### config.mk
export PLATFORM = sky130hd
export DESIGN_NAME = instruction_fetch_unit
export DESIGN_NICKNAME = d
export VERILOG_FILES = /design/src/rtl/instruction_fetch_unit.sv
export SDC_FILE = /design/constraint.sdc
export NUM_CORES = 1
export LEC_CHECK = 0
export CAP_MARGIN = 20
export CORE_MARGIN = 2
export CORE_UTILIZATION = 59
export CTS_BUF_LIST = sky130_fd_sc_hd__clkbuf_4
export CTS_CLUSTER_SIZE = 16
export DETAILED_ROUTE_END_ITERATION = 8
export DONT_BUFFER_PORTS = 1
export GPL_ROUTABILITY_DRIVEN = 0
export GPL_TIMING_DRIVEN = 0
export PLACE_DENSITY = 0.78
export SLEW_MARGIN = 20
export SYNTH_ARGS = -nofsm -noshare
export SYNTH_HDL_FRONTEND = slang
export SYNTH_SLANG_ARGS = --single-unit
### constraint.sdc
create_clock -name clk -period 2.3 [get_ports clk]
set_clock_uncertainty 0.2 [all_clocks]
set_input_delay 0.46 -clock clk [delete_from_list [all_inputs] [get_ports clk]]
set_output_delay 0.46 -clock clk [all_outputs]
set_load 0.05 [all_outputs]
### src/rtl/instruction_fetch_unit.sv
// Fetch stage: owns the PC, addresses the program ROM and loads the IF/ID register.
// Handles stall, branch/jump redirect with flush, and a terminal fetch-address fault.
module instruction_fetch_unit #(
    parameter int unsigned            DATA_WIDTH   = 32,
    parameter int unsigned            MEMORY_DEPTH = 1024,
    parameter logic [DATA_WIDTH-1:0]  TEXT_BASE    = 32'h0040_0000,
    parameter logic [DATA_WIDTH-1:0]  NOP_WORD     = 32'h0000_0000
) (
    input  logic                  clk,
    input  logic                  reset,
    input  logic                  Stall,
    input  logic                  BranchTaken,
    input  logic [DATA_WIDTH-1:0] BranchTarget,
    input  logic                  Jump,
    input  logic [DATA_WIDTH-1:0] JumpTarget,
    output logic [DATA_WIDTH-1:0] FetchAddress,
    input  logic [DATA_WIDTH-1:0] Instruction,
    output logic [DATA_WIDTH-1:0] IFID_Instruction,
    output logic [DATA_WIDTH-1:0] IFID_PCPlus4,
    output logic                  IFID_Valid,
    output logic                  AddressFault,
    output logic [DATA_WIDTH-1:0] FetchCount
);

    localparam int unsigned AW1 = DATA_WIDTH + 1;
    // One past the last ROM byte, held in one extra bit so a ROM ending at 2^32 cannot wrap.
    localparam logic [AW1-1:0] TEXT_END = {1'b0, TEXT_BASE} + AW1'(4 * MEMORY_DEPTH);

    typedef enum logic [0:0] {
        RUN   = 1'b0,
        FAULT = 1'b1
    } state_e;

    state_e                  state_q, state_d;
    logic [DATA_WIDTH-1:0]   pc_q, pc_d;
    logic [DATA_WIDTH-1:0]   ifid_instr_q, ifid_instr_d;
    logic [DATA_WIDTH-1:0]   ifid_pcp4_q, ifid_pcp4_d;
    logic                    ifid_valid_q, ifid_valid_d;
    logic                    fault_q, fault_d;
    logic [DATA_WIDTH-1:0]   fetch_count_q, fetch_count_d;
    logic [DATA_WIDTH-1:0]   pc_plus4_c;
    logic                    pc_fault_c;

    assign pc_plus4_c = pc_q + DATA_WIDTH'(4);
    assign pc_fault_c = (pc_q < TEXT_BASE)
                     || ({1'b0, pc_q} >= TEXT_END)
                     || (pc_q[1:0] != 2'b00);

    // Next-state and datapath selection.
    always_comb begin
        state_d       = state_q;
        pc_d          = pc_q;
        ifid_instr_d  = ifid_instr_q;
        ifid_pcp4_d   = ifid_pcp4_q;
        ifid_valid_d  = ifid_valid_q;
        fault_d       = fault_q;
        fetch_count_d = fetch_count_q;

        case (state_q)
            RUN: begin
                if (pc_fault_c) begin
                    state_d      = FAULT;
                    fault_d      = 1'b1;
                    ifid_instr_d = NOP_WORD;
                    ifid_valid_d = 1'b0;
                end else if (BranchTaken) begin
                    pc_d         = BranchTarget;
                    ifid_instr_d = NOP_WORD;
                    ifid_valid_d = 1'b0;
                end else if (Jump) begin
                    pc_d         = JumpTarget;
                    ifid_instr_d = NOP_WORD;
                    ifid_valid_d = 1'b0;
                end else if (!Stall) begin
                    pc_d          = pc_plus4_c;
                    ifid_instr_d  = Instruction;
                    ifid_pcp4_d   = pc_plus4_c;
                    ifid_valid_d  = 1'b1;
                    fetch_count_d = fetch_count_q + DATA_WIDTH'(1);
                end
            end
            FAULT: begin
                // Terminal: everything frozen until reset.
            end
            default: begin
                state_d = FAULT;
            end
        endcase
    end

    always_ff @(posedge clk or negedge reset) begin
        if (!reset) begin
            state_q       <= RUN;
            pc_q          <= TEXT_BASE;
            ifid_instr_q  <= NOP_WORD;
            ifid_pcp4_q   <= '0;
            ifid_valid_q  <= 1'b0;
            fault_q       <= 1'b0;
            fetch_count_q <= '0;
        end else begin
            state_q       <= state_d;
            pc_q          <= pc_d;
            ifid_instr_q  <= ifid_instr_d;
            ifid_pcp4_q   <= ifid_pcp4_d;
            ifid_valid_q  <= ifid_valid_d;
            fault_q       <= fault_d;
            fetch_count_q <= fetch_count_d;
        end
    end

    assign FetchAddress     = pc_q;
    assign IFID_Instruction = ifid_instr_q;
    assign IFID_PCPlus4     = ifid_pcp4_q;
    assign IFID_Valid       = ifid_valid_q;
    assign AddressFault     = fault_q;
    assign FetchCount       = fetch_count_q;

endmodule

### Word level (Yosys, flattened, before mapping)

Index checks and enable logic that the tools add are counted.

| storage, ports and cells | value |
|---|---|
| input port bits | 101 |
| bits in registers | 131 |
| logic and storage cells | 38 |

| cells by class | value |
|---|---|
| equal/unequal tests | 2 |
| add/sub/neg operators | 2 |
| multiplexer cells | 13 |
| order comparisons | 2 |
| reduce and logical (&&, ||, !) cells | 7 |
| bitwise gates (word level) | 5 |

Operators by type and width:

| kind | number |
|---|---|
| $mux 32 | 7 |
| $add 32x1->32 const B | 1 |
| $add 32x3->32 const B | 1 |
| $ge 32x23->1 const B | 1 |
| $lt 32x23->1 const B | 1 |
| $mux 1 | 6 |
| $not 1->1 | 5 |
| $reduce_and 5->1 | 1 |
| $ne 4x1->1 const B | 1 |
| $reduce_and 2->1 | 2 |
| $ne 3x1->1 const B | 1 |
| $reduce_and 3->1 | 1 |
| $logic_or 1x1->1 | 2 |
| $reduce_bool 2->1 | 1 |

### Longest topological paths before layout

Gate-level depths: netlist of run 1.

| depth | value |
|---|---|
| depth after elaboration | 5 |
| gate-level depth with buffers | 7 |
| mapped depth without buffers | 6 |

### Least setup slack after synthesis of run 1

OpenSTA, ideal clock, no wires.

| path | value |
|---|---|
| kind | register to register |
| from | register pc_q[13], in the netlist FetchAddress[13] |
| to | register pc_q[11], in the netlist FetchAddress[11] |
| setup time | 0.129 ns |
| path slack | -0.152 ns |
| data arrival time | 2.123 ns |
| path buffers | 1 |
| data required time | 1.971 ns |
| period minus slack after synthesis | 2.452 ns |
| cell stages (with the launch flop) | 7 |
| cells stage by stage | dfrtp_1 nor4_4 nand2_2 or4_4 buf_6 a2111oi_2 nor2_1 |

| on the way | value |
|---|---|
| longest elaborated chain between the ends | 5 |
| elaborated cells between the ends (all ways) | 6 |

Ends and longest elaborated chain:

| item | RTL line | RTL |
|---|---|---|
| start: declaration | 35 | `logic [DATA_WIDTH-1:0] pc_q, pc_d;` |
| start signal: assignment | 102 | `pc_q <= pc_d;` |
| $lt 32x23->1 / $ge 32x23->1 (equally long branches) | 45, 46 |  |
| $logic_or 1x1->1 * | 46 | `\|\| ({1'b0, pc_q} >= TEXT_END)` |
| $logic_or 1x1->1 * | 47 | `\|\| (pc_q[1:0] != 2'b00);` |
| $not 1->1 (no line) * | - |  |
| $reduce_and 3->1 (no line) * | - |  |

Mark *: on every way between the ends. The rest lies on a longest branch, timed or not.
A chain may end at the register's enable or synchronous reset.

### Worst setup path in the final report of run 1

| path | value |
|---|---|
| from | register pc_q[15], in the netlist FetchAddress[15] |
| to | register fetch_count_q[15], in the netlist FetchCount[15] |

| on the way | value |
|---|---|
| longest elaborated chain between the ends | 5 |
| elaborated cells between the ends (all ways) | 6 |

Ends and longest elaborated chain:

| item | RTL line | RTL |
|---|---|---|
| $lt 32x23->1 / $ge 32x23->1 (equally long branches) | 45, 46 |  |
| $logic_or 1x1->1 * | 46 |  |
| $logic_or 1x1->1 * | 47 |  |
| $not 1->1 (no line) * | - |  |
| $reduce_and 5->1 (no line) * | - |  |
| end signal: assignment | 107 | `fetch_count_q <= fetch_count_d;` |
| end: declaration | 40 | `logic [DATA_WIDTH-1:0] fetch_count_q, fetch_count_d;` |

Marks and branches as above.

==> results of run 1 <==
-- through the flow --
stage                     hold slack, ps  TNS (ps)  setup slack (ps)  area, sq um  power, uW
after CTS                         -647.3     -1172            -117.5         7667       4238
after global placement            -32.43    -28600            -391.0         5928       2769
final                             -658.6    -10480            -318.0         8098       4378
after floorplan                   -35.59    -92.10            -92.10         5762       2722
after detailed placement          -32.80    -36860            -438.8         5928       2776
after global routing              -682.7    -14510            -371.4         8098       4489
-- kinds of logic (layout without fill, tap and decap cells) --
kind of cell | Yosys count | count (layout)
XOR/XNOR | 39 | 39
AO/OA/AOI/OAI | 121 | 121
AND/OR/NAND/NOR | 171 | 172
flip-flops | 131 | 131
multiplexers | 2 | 2
adder cells (fa/ha/maj) | 3 | 3
buffers and inverters | 39 | 193
-- repair_timing --
action | in CTS | in global routing
gates resized for setup | 119 | 95
endpoints found under the hold margin | 195 | 131
gates cloned | 3 | 3
endpoints found under the setup margin | 128 | 119
setup buffers | 25 | 8
pin swaps | 26 | 22
-- cells in the mapped netlist (all sizes together), types with 11 or more instances --
cell type	count	share of area, %
o21bai	20	2.6
nand2	39	2.6
nor2	20	1.3
clkbuf	19	1.2
xnor2	19	2.9
a22o	32	4.9
xor2	20	3.0
nand3	11	0.96
nand4	23	2.9
dfrtp	130	57
a22oi	20	2.6
a21oi	14	1.2
nor4	17	2.7
inv	12	0.78
o21ai	15	1.3
nor2b	21	2.3
-- sequential cells by signal (all words and copies together) (netlist names) --
signal	cells
AddressFault	1
FetchCount	32
FetchAddress	32
IFID_PCPlus4	32
IFID_Valid	1
state_q	1
IFID_Instruction	32
-- path summary, 6_finish.rpt --
| kind | cells after the start | endpoint | start | slack, ps |
|---|---|---|---|---|
| setup / recovery | 7 | FetchCount[15]$_DFFE_PN0P_ | FetchAddress[15]$_DFFE_PN0P_ | -320 |
| setup reg to reg | 7 | FetchCount[15]$_DFFE_PN0P_ | FetchAddress[15]$_DFFE_PN0P_ | -320 |
| hold reg to reg | 1 | FetchAddress[0]$_DFFE_PN0P_ | FetchAddress[0]$_DFFE_PN0P_ | 430 |
| min in group clk | 3 | FetchAddress[10]$_DFFE_PN0P_ | Stall | 10 |
| max in group asynchronous | 0 | FetchAddress[22]$_DFFE_PN1P_ | reset | 2270 |
| hold / removal | 0 | FetchCount[3]$_DFFE_PN0P_ | reset | -660 |
-- final cells by class --
| type | instances | area [sq um] | share of cell area [%] |
|---|---|---|---|
| plain buffers | 25 | 234.0 | 2.889 |
| clock buffers | 17 | 127.6 | 1.576 |
| clock inverters | 14 | 106.4 | 1.313 |
| inverters | 12 | 45.04 | 0.5562 |
| multi-input cells | 337 | 2784 | 34.38 |
| flip-flops and latches | 131 | 3339 | 41.24 |
| well taps | 133 | 166.4 | 2.055 |
| repair buffers | 125 | 1295 | 15.99 |
-- placed cells by master, fill, tap and decap left out, types with 8 or more instances in the layout --
| cell | Yosys | final |
|---|---|---|
| dfrtp_1 | 130 | 89 |
| dlygate4sd3_1 | 0 | 87 |
| dfrtp_2 | 0 | 39 |
| nand2_1 | 38 | 35 |
| a22o_1 | 32 | 32 |
| buf_6 | 2 | 21 |
| nand4_1 | 21 | 21 |
| xor2_1 | 20 | 20 |
| a22oi_1 | 20 | 20 |
| buf_4 | 2 | 19 |
| xnor2_1 | 19 | 19 |
| nor2_1 | 20 | 17 |
| clkbuf_4 | 0 | 17 |
| o21bai_1 | 20 | 15 |
| nor4_4 | 2 | 14 |
| inv_1 | 12 | 12 |
| o21ai_0 | 15 | 12 |
| nand3_1 | 11 | 11 |
| a21oi_1 | 14 | 11 |
| nor2b_1 | 21 | 9 |
| nor2b_4 | 0 | 9 |
| buf_8 | 0 | 8 |
| clkbuf_1 | 19 | 8 |
-- layer usage --
layer | part of all wire (%) | wire length [um] | up-vias | track usage [%]
li1 | - | - | 2135 | -
met1 | 34 | 6960 | 2544 | 40.52
met2 | 52 | 10520 | 371 | 61.24
met3 | 9.4 | 1919 | 96 | 10.85
met4 | 4.5 | 908 | 0 | 17.95
met5 | 0 | 0 | - | 0
-- where the power goes --
group          internal (uW)  leakage, uW  switching [uW]
Clock                    433     0.000128            1000
Sequential              2350      0.00169             226
Combinational            205      0.00187             164
Total                   2990      0.00369            1390
-- worst reg2reg max path, cell delays in order (launching register included) --
cell and delay, ps:
dfrtp_2 570, nor4_4 370, buf_4 180, and4_4 270
buf_6 110, and4_4 300, nand4_1 170, xnor2_1 340
==> results.py, run 1 <==
metrics = {
    "yosys": {
        "synthArstFlopShare_pct": 100.0,
        "synth_area_sq_um": 5746,
        "synth_cells": 506,
        "synth_top_family_by_area": "simple AND/OR/NAND/NOR gates",
        "synth_edf_count": 0,
        "yosys_warnings": 0,
        "ys_ff_latch": 131,
        "syn_nets": 610,
        "synthSimpleGateAreaFrac_pct": 17.47,
        "netlist-cell-type-count": 52,
        "ys.flop_type": "dfrtp_1",
        "synth.yosys.seq_area_share_pct": 57.08,
        "synthXorXnorAreaFrac_pct": 5.945,
        "syn_avg_cell_area_sq_um": 11.35,
        "synth_fa_ha_area_share_pct": 0.6533,
        "synth_compound_gate_area_share_pct": 15.48,
        "synthMuxAreaShare_pct": 0.3484,
    },
    "critical_path": {
        "endpoint_kind": "flop",
        "critPathSlowestCell": "dfrtp_2",
        "crit_fanout": 8,
        "max_stage_delay_ps": 570,
        "crit_type": "reg2reg",
        "critical_path.top_delay_family": "simple AND/OR/NAND/NOR gates",
        "required_ps": 2550,
        "critPathLaunchType": "flop",
        "crit_buf_inv": 2,
        "crit_arrival_ps": 2870,
        "path_cells": "nor4_4 > buf_4 > and4_4 > buf_6 > and4_4 > nand4_1 > xnor2_1",
        "cpMostUsedCell": "and4_4",
    },
    "clock_network": {
        "cts-buffers-inserted": 17,
        "clock_latency_ps": 580,
        "cts-root-buf": "clkbuf_4",
        "clk_pin_slew_ps": 160,
        "h-tree-depth": 4,
        "clock-sinks": 131,
        "clockBufferDepth": 2,
        "cts_tree": "yes",
        "postCtsHoldBufs": 87,
    },
    "global_routing": {
        "grt_max_degree": 132,
        "grt_antenna_before_repair": 0,
        "grt_overflow": 0,
        "first_global_vias": 5237,
        "grt_pass1_wl_mm": 28.02,
        "globalRouteTotalUtil_pct": 35.72,
    },
    "floorplanning": {
        "start_util_pct": 59.89,
        "dieWidth_um": 102.7,
        "std_cell_rows": 36,
        "dieArea_sq_um": 10540,
        "die_height_um": 102.7,
        "core_area_sq_um": 9594,
        "pin_count": 231,
    },
    "run": {
        "max_cap_violations": 0,
    },
    "layout": {
        "drive_gt1_share_pct": 30.56,
        "diodes": 0,
        "final_core_util_pct": 84.40,
        "final_nets": 753,
        "final-instance-count-excl-fill": 794,
        "fillCellCount": 456,
        "area_growth_pct": 40.94,
    },
    "status": {
        "status": "finished with violations",
        "failed_checks": "hold timing, setup timing",
    },
    "routing": {
        "drc": 0,
        "postRouteAntennaNets": 0,
        "drt-total-wl_mm": 20.31,
        "first_pass_iters": 5,
        "via_per_inst": 6.481,
        "wl_per_cell_um": 25.58,
        "drt_iter0_markers": 411,
        "vias": 5146,
    },
    "placed_design": {
        "io_buffers": 0,
        "hpwl_mm": 10.30,
        "post-place-cells": 639,
    },
    "sta": {
        "fin_ws_ps": -318.0,
        "rsz0062_at_grt": "yes",
        "finalCritPeriodShare_pct": 113.8,
        "final_max_slew_viol_count": 0,
        "holdWs_ps": -658.6,
        "slew_headroom_pct": 47.48,
        "max_freq_mhz": 382.0,
        "setup_viol_count_final": 91,
        "tightest_slew_ps": 787.9,
        "hold_viol_final": 131,
        "timing.final.crit_period_ps": 2618,
    },
    "power": {
        "max-vdd-ir-drop_mv": 0.4342,
        "powerDensity_nw_per_um2": 540.6,
        "p_leak_uw": 0.003690,
    },
    "hold_path": {
        "min_path_type": "in2async",
    },
}
Power figures use the tool's default switching activity.
==> run 2: changes to the inputs <==
--- a/config.mk
+++ b/config.mk
@@ -7,14 +7,14 @@
 export LEC_CHECK = 0
 export CAP_MARGIN = 20
 export CORE_MARGIN = 2
-export CORE_UTILIZATION = 59
+export CORE_UTILIZATION = 65
 export CTS_BUF_LIST = sky130_fd_sc_hd__clkbuf_4
 export CTS_CLUSTER_SIZE = 16
 export DETAILED_ROUTE_END_ITERATION = 8
 export DONT_BUFFER_PORTS = 1
 export GPL_ROUTABILITY_DRIVEN = 0
 export GPL_TIMING_DRIVEN = 0
-export PLACE_DENSITY = 0.78
+export PLACE_DENSITY = 0.81
 export SLEW_MARGIN = 20
 export SYNTH_ARGS = -nofsm -noshare
 export SYNTH_HDL_FRONTEND = slang
==> constraint.sdc (replaced) <==
create_clock -name clk -period 2.5 [get_ports clk]
set_clock_uncertainty 0.2 [all_clocks]
set_input_delay 0.5 -clock clk [delete_from_list [all_inputs] [get_ports clk]]
set_output_delay 0.5 -clock clk [all_outputs]
set_load 0.02 [all_outputs]
==> results.py, run 2 (synthesized netlist as in run 1, its figures left out) <==
metrics = {
    "status": {
        "status": "finished with violations",
        "failed_checks": "hold timing",
    },
    "clock_network": {
        "h-tree-depth": 4,
        "clock_latency_ps": 530,
        "cts-root-buf": "clkbuf_4",
        "cts_tree": "yes",
        "cts-buffers-inserted": 17,
        "clockBufferDepth": 2,
        "postCtsHoldBufs": 81,
        "clk_pin_slew_ps": 140,
        "clock-sinks": 131,
    },
    "critical_path": {
        "max_stage_delay_ps": 540,
        "critPathLaunchType": "flop",
        "r2r_slack_ps": 20,
        "required_ps": 2700,
        "crit_buf_inv": 1,
        "critical_path.top_delay_family": "simple AND/OR/NAND/NOR gates",
        "critPathSlowestCell": "or4_4",
        "crit_fanout": 10,
        "crit_arrival_ps": 2680,
        "path_cells": "nor4_4 > nand2_2 > or4_4 > buf_6 > a2111oi_2 > nor2_1",
        "r2r_cells": 6,
        "endpoint_kind": "flop",
        "r2r-start": "FetchAddress[13]$_DFFE_PN0P_",
        "crit_type": "reg2reg",
        "reg2reg_to": "FetchAddress[11]$_DFFE_PN0P_",
    },
    "global_routing": {
        "grt_max_degree": 132,
        "first_global_vias": 4926,
        "grt_antenna_before_repair": 0,
        "globalRouteTotalUtil_pct": 34.83,
        "grt_pass1_wl_mm": 26.05,
        "grt_overflow": 0,
    },
    "power": {
        "max-vdd-ir-drop_mv": 0.3859,
        "powerDensity_nw_per_um2": 583.2,
        "finalPower_uw": 4141,
        "p_leak_uw": 0.003185,
    },
    "hold_path": {
        "min_path_type": "in2async",
    },
    "sta": {
        "setup_viol_count_final": 0,
        "hold_viol_final": 131,
        "fin_tns_setup_ps": 0,
        "holdWs_ps": -553.3,
        "tightest_slew_ps": 675.7,
        "rsz0062_at_grt": "yes",
        "slew_headroom_pct": 54.96,
        "final_max_slew_viol_count": 0,
        "timing.final.crit_period_ps": 2483,
        "max_freq_mhz": 402.7,
        "finalCritPeriodShare_pct": 99.33,
    },
    "run": {
        "max_cap_violations": 0,
    },
    "placed_design": {
        "post-place-cells": 614,
        "hpwl_mm": 10.28,
        "place_area_sq_um": 5881,
        "io_buffers": 0,
    },
    "routing": {
        "highest_layer": "met4",
        "first_pass_iters": 7,
        "drc": 0,
        "wl_per_cell_um": 23.29,
        "postRouteAntennaNets": 0,
        "wl_met2_mm": 8.670,
        "via_per_inst": 6.514,
        "drt_iter0_markers": 340,
        "wl_met3_mm": 1.567,
        "wl_met1_mm": 6.053,
        "drt-total-wl_mm": 16.93,
        "vias": 4736,
    },
    "floorplanning": {
        "start_util_pct": 66.53,
        "std_cell_rows": 34,
        "core_area_sq_um": 8636,
        "dieWidth_um": 98.02,
        "pin_count": 231,
        "die_height_um": 98.02,
        "dieArea_sq_um": 9607,
    },
    "layout": {
        "final_cell_mix": "dfrtp_1, dlygate4sd3_1, nand2_1",
        "area_growth_pct": 23.58,
        "regArea_sq_um": 3292,
        "fillCellCount": 467,
        "diodes": 0,
        "layout_commonest_cell": "dfrtp_1",
        "final-instance-count-excl-fill": 727,
        "drive_gt1_share_pct": 13.25,
        "multi_input_area_sq_um": 2360,
        "stdcell_area_sq_um": 7101,
        "final_nets": 710,
    },
}
## run 2: cell count changes in the layout (fill, tap and decap cells not counted), moves of 6 or more
cell           previous run  this run
dfrtp_1                  89       120
dfrtp_2                  39        10
buf_6                    21         2
buf_4                    19         4
nor2b_1                   9        21
nor2b_4                   9         0
nor4_4                   14         5
buf_8                     8         0
clkbuf_1                  8        15
dlygate4sd3_1            87        81
nor4_1                    3         9
## run 2: metrics by stage
| step | utilization [%] | worst slack, ps |
|---|---|---|
| after floorplan | - | 197.6 |
| after global placement | 68.10 | -87.68 |
| after detailed placement | 68.10 | -105.0 |
| after CTS | 81.67 | 5.865 |
| after global routing | 82.22 | -98.43 |
| final | 82.22 | 16.74 |
## run 2: area by class of cell
cell class	instances	share of cell area [%]
well taps	108	1.903
multi-input cells	336	33.23
plain buffers	26	1.938
inverters	12	0.6344
clock buffers	18	1.903
flip-flops and latches	131	46.36
repair buffers	82	11.52
clock inverters	14	2.502
## run 2: how the worst max path moves through the flow
stage / startpoint / slack (ps) / end / depth (start not counted)
after floorplan: FetchAddress[13]$_DFFE_PN0P_ / 200 / FetchAddress[11]$_DFFE_PN0P_ / 6
after global placement: FetchAddress[29]$_DFFE_PN0P_ / -90 / FetchAddress[11]$_DFFE_PN0P_ / 6
after detailed placement: FetchAddress[29]$_DFFE_PN0P_ / -100 / FetchAddress[11]$_DFFE_PN0P_ / 6
after CTS: FetchAddress[24]$_DFFE_PN0P_ / 6 / IFID_Instruction[25]$_DFFE_PN0P_ / 6
after global routing: FetchAddress[29]$_DFFE_PN0P_ / -100 / FetchAddress[11]$_DFFE_PN0P_ / 6
final: FetchAddress[13]$_DFFE_PN0P_ / 20 / FetchAddress[11]$_DFFE_PN0P_ / 6
## run 2: report_power, final
part	total (uW)	internal (uW)	switching, uW
Sequential	2270	2160	116
Clock	1580	715	862
Combinational	290	165	125
Total	4140	3040	1100
## run 2: timing repair
action | CTS | global route
buffers inserted | 1 | 0
hold endpoints to repair | 193 | 131
endpoints found under the setup margin | 56 | 55
gates resized for setup | 12 | 20
pin swaps | 1 | 2
## run 2: metal layers
metal	global-route usage, %	vias up
li1	-	2046
met1	40.34	2321
met3	12.24	60
met4	15.49	0
met5	0	-
met2	58.59	309
## run 2: worst register-to-register path: cells and delay by family, from the launching register on
family          cells  cell delay (ps)
compound gates      1              350
buf+inv             1              160
flops               1              520
simple gates        4             1150
==> run 3: changes to the inputs <==
--- a/config.mk
+++ b/config.mk
@@ -6,16 +6,16 @@
 export NUM_CORES = 1
 export LEC_CHECK = 0
 export CAP_MARGIN = 20
-export CORE_MARGIN = 2
-export CORE_UTILIZATION = 65
+export CORE_UTILIZATION = 59
 export CTS_BUF_LIST = sky130_fd_sc_hd__clkbuf_4
 export CTS_CLUSTER_SIZE = 16
 export DETAILED_ROUTE_END_ITERATION = 8
 export DONT_BUFFER_PORTS = 1
 export GPL_ROUTABILITY_DRIVEN = 0
 export GPL_TIMING_DRIVEN = 0
-export PLACE_DENSITY = 0.81
+export PLACE_DENSITY = 0.78
 export SLEW_MARGIN = 20
 export SYNTH_ARGS = -nofsm -noshare
 export SYNTH_HDL_FRONTEND = slang
 export SYNTH_SLANG_ARGS = --single-unit
+export TNS_END_PERCENT = 1
==> constraint.sdc (replaced) <==
create_clock -name clk -period 2.2 [get_ports clk]
set_clock_uncertainty 0.2 [all_clocks]
set_input_delay 0.44 -clock clk [delete_from_list [all_inputs] [get_ports clk]]
set_output_delay 0.44 -clock clk [all_outputs]
set_load 0.02 [all_outputs]
==> results.py, run 3 (synthesized netlist as in run 1, its figures left out) <==
metrics = {
    "floorplanning": {
        "dieArea_sq_um": 10140,
        "std_cell_rows": 35,
        "core_area_sq_um": 9328,
        "dieWidth_um": 100.7,
        "pin_count": 231,
        "start_util_pct": 61.60,
        "die_height_um": 100.7,
    },
    "clock_network": {
        "postCtsHoldBufs": 93,
        "clock-sinks": 131,
        "clockBufferDepth": 2,
        "clk_pin_slew_ps": 130,
        "cts_tree": "yes",
        "cts-buffers-inserted": 17,
        "cts-root-buf": "clkbuf_4",
        "clock_latency_ps": 530,
        "h-tree-depth": 4,
    },
    "power": {
        "powerDensity_nw_per_um2": 606.0,
        "max-vdd-ir-drop_mv": 0.4836,
        "internal_power_uw": 3249,
        "swShare_pct": 28.14,
        "p_comb_share_pct": 8.2,
        "clkPwrFrac_pct": 34.4,
        "p_leak_uw": 0.003298,
        "p_sw_uw": 1272,
        "p_seq_share_pct": 57.4,
    },
    "critical_path": {
        "crit_type": "reg2reg",
        "critPathLaunchType": "flop",
        "crit_arrival_ps": 2740,
        "endpoint_kind": "flop",
        "crit_fanout": 10,
        "required_ps": 2450,
    },
    "sta": {
        "timing.final.crit_period_ps": 2489,
        "max_freq_mhz": 401.7,
        "final_max_slew_viol_count": 0,
        "tightest_slew_ps": 749.0,
        "fin_ws_ps": -289.2,
        "finalCritPeriodShare_pct": 113.1,
        "setup_viol_count_final": 77,
        "holdWs_ps": -618.7,
        "slew_headroom_pct": 50.07,
        "fin_tns_setup_ps": -7492,
        "hold_viol_final": 131,
        "rsz0062_at_grt": "yes",
    },
    "routing": {
        "wl_per_cell_um": 22.75,
        "drt-total-wl_mm": 17.47,
        "postRouteAntennaNets": 0,
        "via_per_inst": 6.353,
        "vias": 4879,
        "drt_iter0_markers": 256,
        "drc": 0,
        "first_pass_iters": 5,
    },
    "layout": {
        "drive_gt1_share_pct": 19.56,
        "final_nets": 730,
        "final-instance-count-excl-fill": 768,
        "final_cell_mix": "dfrtp_1, dlygate4sd3_1, nand2_1",
        "area_growth_pct": 29.86,
        "stdcell_area_sq_um": 7461,
        "diodes": 0,
        "layout_commonest_cell": "dfrtp_1",
        "final_core_util_pct": 79.99,
    },
    "global_routing": {
        "globalRouteTotalUtil_pct": 34.03,
        "grt_antenna_before_repair": 0,
        "first_global_vias": 4971,
        "grt_overflow": 0,
        "grt_max_degree": 132,
        "grt_pass1_wl_mm": 25.68,
    },
    "placed_design": {
        "io_buffers": 0,
        "post-place-ws_ps": -335.6,
        "place_area_sq_um": 5942,
        "post-place-cells": 635,
        "hpwl_mm": 10.39,
    },
    "hold_path": {
        "min_path_type": "in2async",
    },
    "run": {
        "max_cap_violations": 0,
    },
    "status": {
        "status": "finished with violations",
        "failed_checks": "hold timing, setup timing",
    },
}
## run 3: final cells by class
class / instances / area [sq um]
clock inverter: 14 / 128.9
inverter: 12 / 45.04
multi-input combinational: 337 / 2499
fill: 530 / 1867
buffer: 25 / 183.9
timing repair buffer: 102 / 1002
tap: 129 / 161.4
clock buffer: 18 / 135.1
sequential: 131 / 3306
## run 3: final timing paths
path | from | endpoint | slack (ps) | cells past startpoint
max | FetchAddress[28]$_DFFE_PN0P_ | FetchCount[12]$_DFFE_PN0P_ | -290 | 7
min | reset | FetchCount[24]$_DFFE_PN0P_ | -620 | 0
max reg2reg | FetchAddress[28]$_DFFE_PN0P_ | FetchCount[12]$_DFFE_PN0P_ | -290 | 7
min reg2reg | FetchAddress[22]$_DFFE_PN1P_ | FetchAddress[22]$_DFFE_PN1P_ | 370 | 1
max in group asynchronous | reset | FetchAddress[22]$_DFFE_PN1P_ | 2110 | 0
min in group clk | BranchTarget[8] | FetchAddress[8]$_DFFE_PN0P_ | 60 | 2
## run 3: timing repair
action | in CTS | in global routing
gates cloned | 0 | 1
hold endpoints to repair | 195 | 131
gates resized for setup | 33 | 63
pin swaps | 7 | 18
endpoints found under the setup margin | 127 | 123
buffers inserted | 1 | 8
## run 3: through the flow
stage | total power, uW | hold slack (ps)
after floorplan | 2750 | -55.59
after global placement | 2802 | -53.38
after detailed placement | 2809 | -53.05
after CTS | 4474 | -650.9
after global routing | 4658 | -667.9
final | 4521 | -618.7
## run 3: layer usage
metal,track usage (%),routed length (um)
met1,37.81,6215
met2,57.90,8986
met3,10.68,1522
met4,19.40,745
met5,0,0
## run 3: worst max-delay path, stage by stage, from the launching register on
cell	delay (ps)
dfrtp_2	510
nor4_4	370
buf_4	180
and4_4	250
nand4_4	200
buf_6	230
nor4_2	320
xnor2_1	150
## run 3: power groups by stage
stage	Combinational (uW)	Sequential (uW)	Clock, uW
final	369	2600	1560
after floorplan	148	2600	0
after global placement	177	2620	0
after CTS	328	2580	1560
after detailed placement	182	2630	0
after global routing	388	2600	1670
